<file path="src/rtl/barrel_shift_r_pipe.sv">
// Pipelined right barrel shifter: SHAMT_W register stages, one power-of-two shift per stage, full backpressure.
// Define ARITH_SHIFT_EN to honour arith (sign-fill); otherwise every shift is logical and arith is ignored.
module barrel_shift_r_pipe #(
    parameter int WIDTH   = 32,
    parameter int SHAMT_W = 5
) (
    input  logic               clk,
    input  logic               rst,
    input  logic               in_valid,
    output logic               in_ready,
    input  logic [WIDTH-1:0]   shift_str,
    input  logic [SHAMT_W-1:0] shift_amnt,
    input  logic               arith,
    output logic               out_valid,
    input  logic               out_ready,
    output logic [WIDTH-1:0]   shifted_str
);

    logic               r_vld  [SHAMT_W];
    logic [WIDTH-1:0]   r_dat  [SHAMT_W];
    logic [SHAMT_W-1:0] r_amt  [SHAMT_W];
    logic               r_fill [SHAMT_W];

    logic               w_src_vld  [SHAMT_W];
    logic [WIDTH-1:0]   w_src_dat  [SHAMT_W];
    logic [SHAMT_W-1:0] w_src_amt  [SHAMT_W];
    logic               w_src_fill [SHAMT_W];
    logic [WIDTH-1:0]   w_step     [SHAMT_W];

    logic w_adv;
    logic w_fill_in;

`ifdef ARITH_SHIFT_EN
    assign w_fill_in = arith & shift_str[WIDTH-1];
`else
    logic w_unused_arith;
    assign w_unused_arith = arith;
    assign w_fill_in      = 1'b0;
`endif

    // Single global enable: the whole pipe moves or the whole pipe holds.
    assign w_adv       = !r_vld[SHAMT_W-1] | out_ready;
    assign in_ready    = w_adv;
    assign out_valid   = r_vld[SHAMT_W-1];
    assign shifted_str = r_dat[SHAMT_W-1];

    always_comb begin
        for (int k = 0; k < SHAMT_W; k++) begin
            if (k == 0) begin
                w_src_vld[k]  = in_valid;
                w_src_dat[k]  = shift_str;
                w_src_amt[k]  = shift_amnt;
                w_src_fill[k] = w_fill_in;
            end else begin
                w_src_vld[k]  = r_vld[k-1];
                w_src_dat[k]  = r_dat[k-1];
                w_src_amt[k]  = r_amt[k-1];
                w_src_fill[k] = r_fill[k-1];
            end
            // Stage k handles amount bit SHAMT_W-1-k, i.e. a shift of 2^(SHAMT_W-1-k).
            if (w_src_amt[k][SHAMT_W-1-k]) begin
                w_step[k] = (w_src_dat[k] >> (1 << (SHAMT_W-1-k)))
                          | (~({WIDTH{1'b1}} >> (1 << (SHAMT_W-1-k))) & {WIDTH{w_src_fill[k]}});
            end else begin
                w_step[k] = w_src_dat[k];
            end
        end
    end

    always_ff @(posedge clk) begin
        if (rst) begin
            for (int k = 0; k < SHAMT_W; k++) begin
                r_vld[k]  <= 1'b0;
                r_dat[k]  <= '0;
                r_amt[k]  <= '0;
                r_fill[k] <= 1'b0;
            end
        end else if (w_adv) begin
            for (int k = 0; k < SHAMT_W; k++) begin
                r_vld[k]  <= w_src_vld[k];
                r_dat[k]  <= w_step[k];
                r_amt[k]  <= w_src_amt[k];
                r_fill[k] <= w_src_fill[k];
            end
        end
    end

endmodule

</file>
<file path="config.mk">
export PLATFORM = sky130hd
export DESIGN_NAME = barrel_shift_r_pipe
export DESIGN_NICKNAME = d
export VERILOG_FILES = /design/src/rtl/barrel_shift_r_pipe.sv
export SDC_FILE = /design/constraint.sdc
export NUM_CORES = 1
export LEC_CHECK = 0
export ABC_AREA = 1
export BUFFER_PORTS_ARGS = -buffer_cell sky130_fd_sc_hd__buf_2
export CAP_MARGIN = 40
export CORE_ASPECT_RATIO = 0.5
export CORE_MARGIN = 1
export CORE_UTILIZATION = 54
export CTS_CLUSTER_DIAMETER = 30
export DETAILED_ROUTE_END_ITERATION = 12
export HOLD_SLACK_MARGIN = 0.15
export PLACE_DENSITY = 0.85
export REMOVE_ABC_BUFFERS = 1
export SLEW_MARGIN = 20
export SYNTH_ARGS = -nofsm -noshare
export SYNTH_HDL_FRONTEND = slang
export SYNTH_SLANG_ARGS = --single-unit
</file>
<file path="constraint.sdc">
create_clock -name clk -period 6.7 [get_ports clk]
set_input_delay 1.005 -clock clk [delete_from_list [all_inputs] [get_ports clk]]
set_output_delay 1.005 -clock clk [all_outputs]
set_load 0.01 [all_outputs]
</file>
# [Word-level counts from Yosys, hierarchy flattened]
# Memory sizes are Yosys's and may differ from the RTL's.
# Cells that the tools add are included.
[op_classes] muxes=30 n_reduce_logical=1 n_bitwise=25
[ops] cell="two-way mux 32 bit" count=10
[ops] cell="OR 24 x 32 -> 32 bit" count=1
[ops] cell="OR 28 x 32 -> 32 bit" count=1
[ops] cell="OR 30 x 32 -> 32 bit" count=1
[ops] cell="OR 31 x 32 -> 32 bit" count=1
[ops] cell="two-way mux 5 bit" count=5
[ops] cell="OR 1 bit" count=21
[ops] cell="two-way mux 1 bit" count=15
[ops] cell="zero test 1 bit" count=1
[word_totals] wordCells=60 regBits=0 inputBits=42 ramBits=195 output_inout_bits=34 memories=4
[memory_table] memory="r_dat" depth=5 word_bits=32 read_ports=5 rd_ports_with_merged_regs=0 wr=5 line_no="20" rtl="logic [WIDTH-1:0] r_dat [SHAMT_W];"
[memory_table] memory="r_amt" depth=5 word_bits=5 read_ports=4 rd_ports_with_merged_regs=0 wr=5 line_no="21" rtl="logic [SHAMT_W-1:0] r_amt [SHAMT_W];"
[memory_table] memory="r_fill" depth=5 word_bits=1 read_ports=4 rd_ports_with_merged_regs=0 wr=5 line_no="22" rtl="logic r_fill [SHAMT_W];"
[memory_table] memory="r_vld" depth=5 word_bits=1 read_ports=5 rd_ports_with_merged_regs=0 wr=5 line_no="19" rtl="logic r_vld [SHAMT_W];"

# [Logic depth before layout (Yosys ltp)]
# Gate-level depths: netlist of the first run.
# An unclocked memory read counts as a cell.
[depth] ltp_word=7 mapped_depth=6

# [Least setup slack after synthesis of the first run]
# OpenSTA, ideal clock, no wires.
[synth_path] kind="input-to-reg" start="input port rst" end="memory r_amt[0][0] (enable)" path_slack_ps=-173 setup_ps=1863 t_arrival_ps=5010 n_path_buf=0 t_required_ps=4837 path_stages=2 cell_sequence="inv_2 > nand3_1"
[synth_rtl] element="start: declaration" line_no="8" rtl="input logic rst,"
[synth_rtl] element="end: declaration" line_no="21"

# [Worst setup path in the final report of the first run]
[layout_path] start="input port out_ready" end="output port in_ready"
[layout_between] elab_chain_len=1
[layout_lines] element="start: declaration" line_no="15" rtl="input logic out_ready,"
[layout_lines] element="OR 1 bit" line_no="42" rtl="assign w_adv = !r_vld[SHAMT_W-1] | out_ready;"
[layout_lines] element="end: declaration" line_no="10" rtl="output logic in_ready,"
# No other way between the ends.

==> qor.csv, run 1 <==
metric,value,unit
status,"finished, final reports clean",
multiplexer share of the synthesized area,0,%
VDD IR max,0.182,mV
Worst-Skew Late Latency,430,ps
Non-Filler Instances,1396,
Final ANT Viol Nets,0,
Final setup viols,0,
RSZ-0062 raised after global routing,false,
XOR/XNOR share of the synthesized area,0,%
largest net degree at the start of global routing,66,
Leak,5.48,nW
DRC Markers,0,
First-pass DRT Iterations,5,
Worst Hold Class,flip-flop to flip-flop,
skew final,14.2,ps
Final period util,36.8,%
leading cell types by count after synthesis,"433 x nor2_1, 307 x inv_1, 175 x edfxtp_1",
routability congestion estimate,0.778,
fin area,9980,um2
DP Area,9360,um2
CP arrival,1460,ps
# rows,33,
Die H,93.6,um
simple-gate portion of the synthesized area,23.9,%
Clock transition at path regs,70,ps
Port Buffers,74,
final-stage net count,1198,
root buffer cell,clkbuf_16,
gr ovfl total,0,
placed cells,1364,
minimum clock period,2460,ps
via/cell ratio,4.40,
max-cap viol count,0,
Die X-Extent,185,um
TritonCTS clock tree,done,
Critical Path Start Type,primary input,
top cell type's share of synthesized area,58.0,%
Initial Utilization,55.2,%
Synth Cell Area,9050,um2
Ports,76,
Mapped Avg Cell Area,8.01,um2
gr usage total,18.6,%
main combinational cell family by area after synthesis,simple AND/OR/NAND/NOR gates,
cell count after synthesis,1131,
H-tree lvl count,4,
WL final,15100,um
post-DP HPWL,9740,um
Setup CP Type,primary input to primary output,
postcts setup bufs,0,
final hold vios,0,
CP endpoint kind,primary output,
# clock sinks,175,
"FFs w/ async S/R, synth",0,%
diode count,0,
CTS Buf Count,17,
synthesized-area fraction occupied by adder cells,0,%
Max Slew Vio Count,0,
post-synthesis compound-gate area fraction,0,%
layout cells sized above 1,10.2,%
core area,16400,um2
vias in the first global route,5836,
peak fanout along the critical path,7,
Yosys reg bits,175,
sequential area share after synthesis,58.0,%
Syn. warnings,0,
Post-synth EDFFs,175,
first-pass GRT wire length,25200,um
PD cells,246,nW/um2
Via Count,6137,
Die ar.,17300,um2
CP Data Required Time,5690,ps
cts hold-fix bufs,0,
post-cts resize count,0,
initial antenna violation count,0,
Unique masters post-synth,12,
worst-case clock buffer depth,2,
WL/cell,10.8,um
Fmax,0.406,GHz
Worst-Margin Slew,788,ps
most frequent cell after synthesis,nor2_1,
Layout area overhead,10.2,%
main area contributors after synthesis,"edfxtp_1 58%, nor2_1 18%, inv_1 13%, nand2_1 5.3%, buf_4 2.7%",
drt first-iter violations,476,
"area leader, netlist",edfxtp_1,
worst rel slew slack,47.5,%
ys flop type,edfxtp_1,
total power draw,2.46,mW
[flip-flops by register name, summed over array words and instances, names as in the netlist]
signal,cells
r_vld,5
r_amt,10
r_dat,160
[metrics by stage]
step           setup WS [ps]  hold WS (ps)  setup TNS, ps  utilization [%]
3_5_place_dp            3880           538              0             57.1
2_1_floorplan           -173           519         -30320                -
3_3_place_gp            3790           522              0             56.7
5_1_grt                 4200           580              0             60.9
6_report                4240           555              0             60.9
4_1_cts                 4240           557              0             60.9
[worst paths after layout]
path | startpoint | to | slack (ps) | cells after the start
setup reg to reg | r_vld[0][4]$_SDFFCE_PN0P_ | r_dat[0][64]$_SDFFCE_PN0P_ | 4540 | 5
hold reg to reg | r_vld[0][3]$_SDFFCE_PN0P_ | r_vld[0][4]$_SDFFCE_PN0P_ | 550 | 2
hold / removal | r_vld[0][3]$_SDFFCE_PN0P_ | r_vld[0][4]$_SDFFCE_PN0P_ | 550 | 2
setup / recovery | out_ready | in_ready | 4240 | 4
[layout make-up]
cell class | instances | area, um2
clock buffer | 19 | 433
clock inverter | 13 | 189
fill | 1295 | 6410
inverter | 309 | 1160
multi-input combinational | 570 | 2180
sequential | 175 | 5260
tap | 227 | 284
timing repair buffer | 83 | 478
[placed cells by master (no fill, tap or decap)]
cell	synthesis	final
clkbuf_16	0	17
buf_4	33	7
clkbuf_1	1	2
inv_2	2	2
edfxtp_1	175	175
clkinv_4	0	4
buf_2	42	74
nor2_1	433	433
nand2_1	129	129
inv_6	0	1
clkinvlp_4	0	2
nand3_1	5	4
clkinv_2	0	2
nand3_4	0	1
bufinv_16	0	4
inv_1	307	307
nand2_4	2	2
nand3_2	1	1
buf_16	0	2
[report_power, final]
group | total, mW | internal [mW] | switching (mW)
logic | 0.154 | 0.0506 | 0.104
clock network | 1.04 | 0.626 | 0.411
registers | 1.27 | 1.25 | 0.0210
[metal layers]
metal | global-route usage [%] | part of all wire [%] | up-vias
met5 | 0 | 0 | -
met4 | 8.75 | 2.3 | 0
met3 | 4.40 | 5.0 | 35
met2 | 31.5 | 47 | 154
met1 | 22.6 | 45 | 2686
li1 | - | - | 3262
[critical path, stage by stage]
cell     delay (ps)
buf_2           100
inv_2            90
nand2_4         100
buf_2           160
[kinds of logic (layout without fill, tap and decap cells)]
| family | count (synthesis) | count (layout) |
|---|---|---|
| buffers and inverters | 386 | 424 |
| flip-flops | 175 | 175 |
| AND/OR/NAND/NOR | 570 | 570 |
Power figures use the tool's default switching activity.
==> run 2: changes to the inputs <==
Settings changed: CORE_UTILIZATION 54 to 60, PLACE_DENSITY 0.85 to 0.89.
Clock period 6.7 ns to 2.3 ns, I/O delays scaled along.
==> qor.csv, run 2 (same netlist as run 1, synthesis figures left out) <==
metric,value,unit
# rows,31,
combinational share of power,6.7,%
Reg2Reg Setup Slack,680,ps
Clock power frac,38.7,%
Layout area overhead,9.15,%
CP endpoint kind,flip-flop,
First-pass DRT Iterations,5,
Initial Utilization,62.1,%
"commonest non-fill, non-tap cell in the layout",nor2_1,
P_sw,1.51,mW
layout cells sized above 1,9.91,%
sequential share of power,54.5,%
largest net degree at the start of global routing,90,
CTS Buf Count,17,
Via Count,6099,
GRT met3 Usage,4.34,%
Internal,5.26,mW
RSZ-0062 raised after global routing,false,
max-cap viol count,0,
status,"finished, final reports clean",
via/cell ratio,4.46,
Most Crowded Layer GR,met2,
total power draw,6.77,mW
max reg flops,160,
Setup CP Type,flip-flop to flip-flop,
Non-Filler Instances,1368,
minimum clock period,1620,ps
postcts setup bufs,0,
Final setup viols,0,
Final ANT Viol Nets,0,
Worst-Margin Slew,559,ps
H-tree lvl count,4,
post-cts resize count,0,
Max Slew Vio Count,0,
Die H,88.9,um
Die ar.,15600,um2
final-stage net count,1199,
TritonCTS clock tree,done,
"commonest non-fill, non-tap cells in the layout","433 x nor2_1, 307 x inv_1, 175 x edfxtp_1, 129 x nand2_1, 74 x buf_2",
post-place setup slack,657,ps
Switching Fraction,22.3,%
DRC Markers,0,
vias in the first global route,5676,
peak fanout along the critical path,44,
CP Data Required Time,2480,ps
final hold vios,0,
cts hold-fix bufs,0,
worst setup margin,683,ps
Worst-Skew Late Latency,430,ps
setup_tns,0,ps
WL final,14800,um
biggest regs,"r_dat: 160 flops, r_amt: 10 flops, r_vld: 5 flops",
CP arrival,1800,ps
core area,14600,um2
routability congestion estimate,0.767,
gr ovfl total,0,
Port Buffers,74,
Final period util,70.3,%
Ports,76,
Largest Register,r_dat,
first-pass GRT wire length,24500,um
PD cells,685,nW/um2
gr usage total,20.1,%
M2 GR Usage,35.3,%
root buffer cell,clkbuf_16,
initial antenna violation count,0,
Leak,5.45,nW
met1 Resource Use GR,24.3,%
skew final,10.2,ps
Critical Path Start Type,flip-flop,
Clock transition at path regs,70,ps
# clock sinks,175,
Worst Hold Class,primary input to flip-flop,
post-DP HPWL,9480,um
diode count,0,
Fmax,0.618,GHz
worst-case clock buffer depth,2,
VDD IR max,0.522,mV
drt first-iter violations,409,
placed cells,1336,
worst rel slew slack,62.7,%
WL/cell,10.8,um
Die X-Extent,176,um
run 2: cell count changes in the layout (fill, tap and decap cells not counted):
cell	change
buf_12	+5
bufinv_16	-3
clkinv_1	+3
buf_16	-2
buf_4	-2
clkinv_4	-2
clkbuf_1	+1
clkinv_2	+1
clkinvlp_4	+1
inv_6	-1
run 2: final timing paths:
check,cells past startpoint,to,start
hold / removal,3,r_amt[0][2]$_SDFFCE_PN0P_,shift_amnt[2]
hold reg to reg,2,r_amt[0][6]$_SDFFCE_PN0P_,r_amt[0][1]$_SDFFCE_PN0P_
setup / recovery,4,r_dat[0][117]$_SDFFCE_PN0P_,r_vld[0][4]$_SDFFCE_PN0P_
setup reg to reg,4,r_dat[0][117]$_SDFFCE_PN0P_,r_vld[0][4]$_SDFFCE_PN0P_
run 2: power by group through the flow:
stage / Clock [mW] / Sequential (mW) / Combinational [mW]
finish: 2.62 / 3.69 / 0.456
global route: 2.75 / 3.71 / 0.526
CTS: 2.64 / 3.69 / 0.458
detailed placement: 0 / 3.76 / 0.450
global placement: 0 / 3.75 / 0.433
floorplan: 0 / 3.79 / 0.250
run 2: critical path, stage by stage (launching register included):
cell and delay (ps):
edfxtp_1 470, nand2_4 130, nand2_4 380, buf_12 270, nor2_1 80
run 2: layer usage:
layer  wire (um)  part of all wire [%]  up-vias
met5           0                     0        -
met4         277                   1.9        0
li1            -                     -     3264
met1        6820                    46     2658
met3         614                   4.2       28
met2        7050                    48      149
run 2: through the flow:
step	hold WS (ps)	area, um2	util, %
after floorplan	519	8580	-
after global placement	523	9350	64.1
after detailed placement	536	9350	64.1
after CTS	198	9880	67.8
after global routing	215	9880	67.8
final	213	9880	67.8
run 2: area by class of cell:
class	instances	area (um2)
Inverter	309	1160
Clock inverter	12	96.3
Tap cell	198	248
Timing Repair Buffer	84	508
Clock buffer	20	437
Fill cell	1070	4700
Multi-Input combinational cell	570	2180
Sequential cell	175	5260
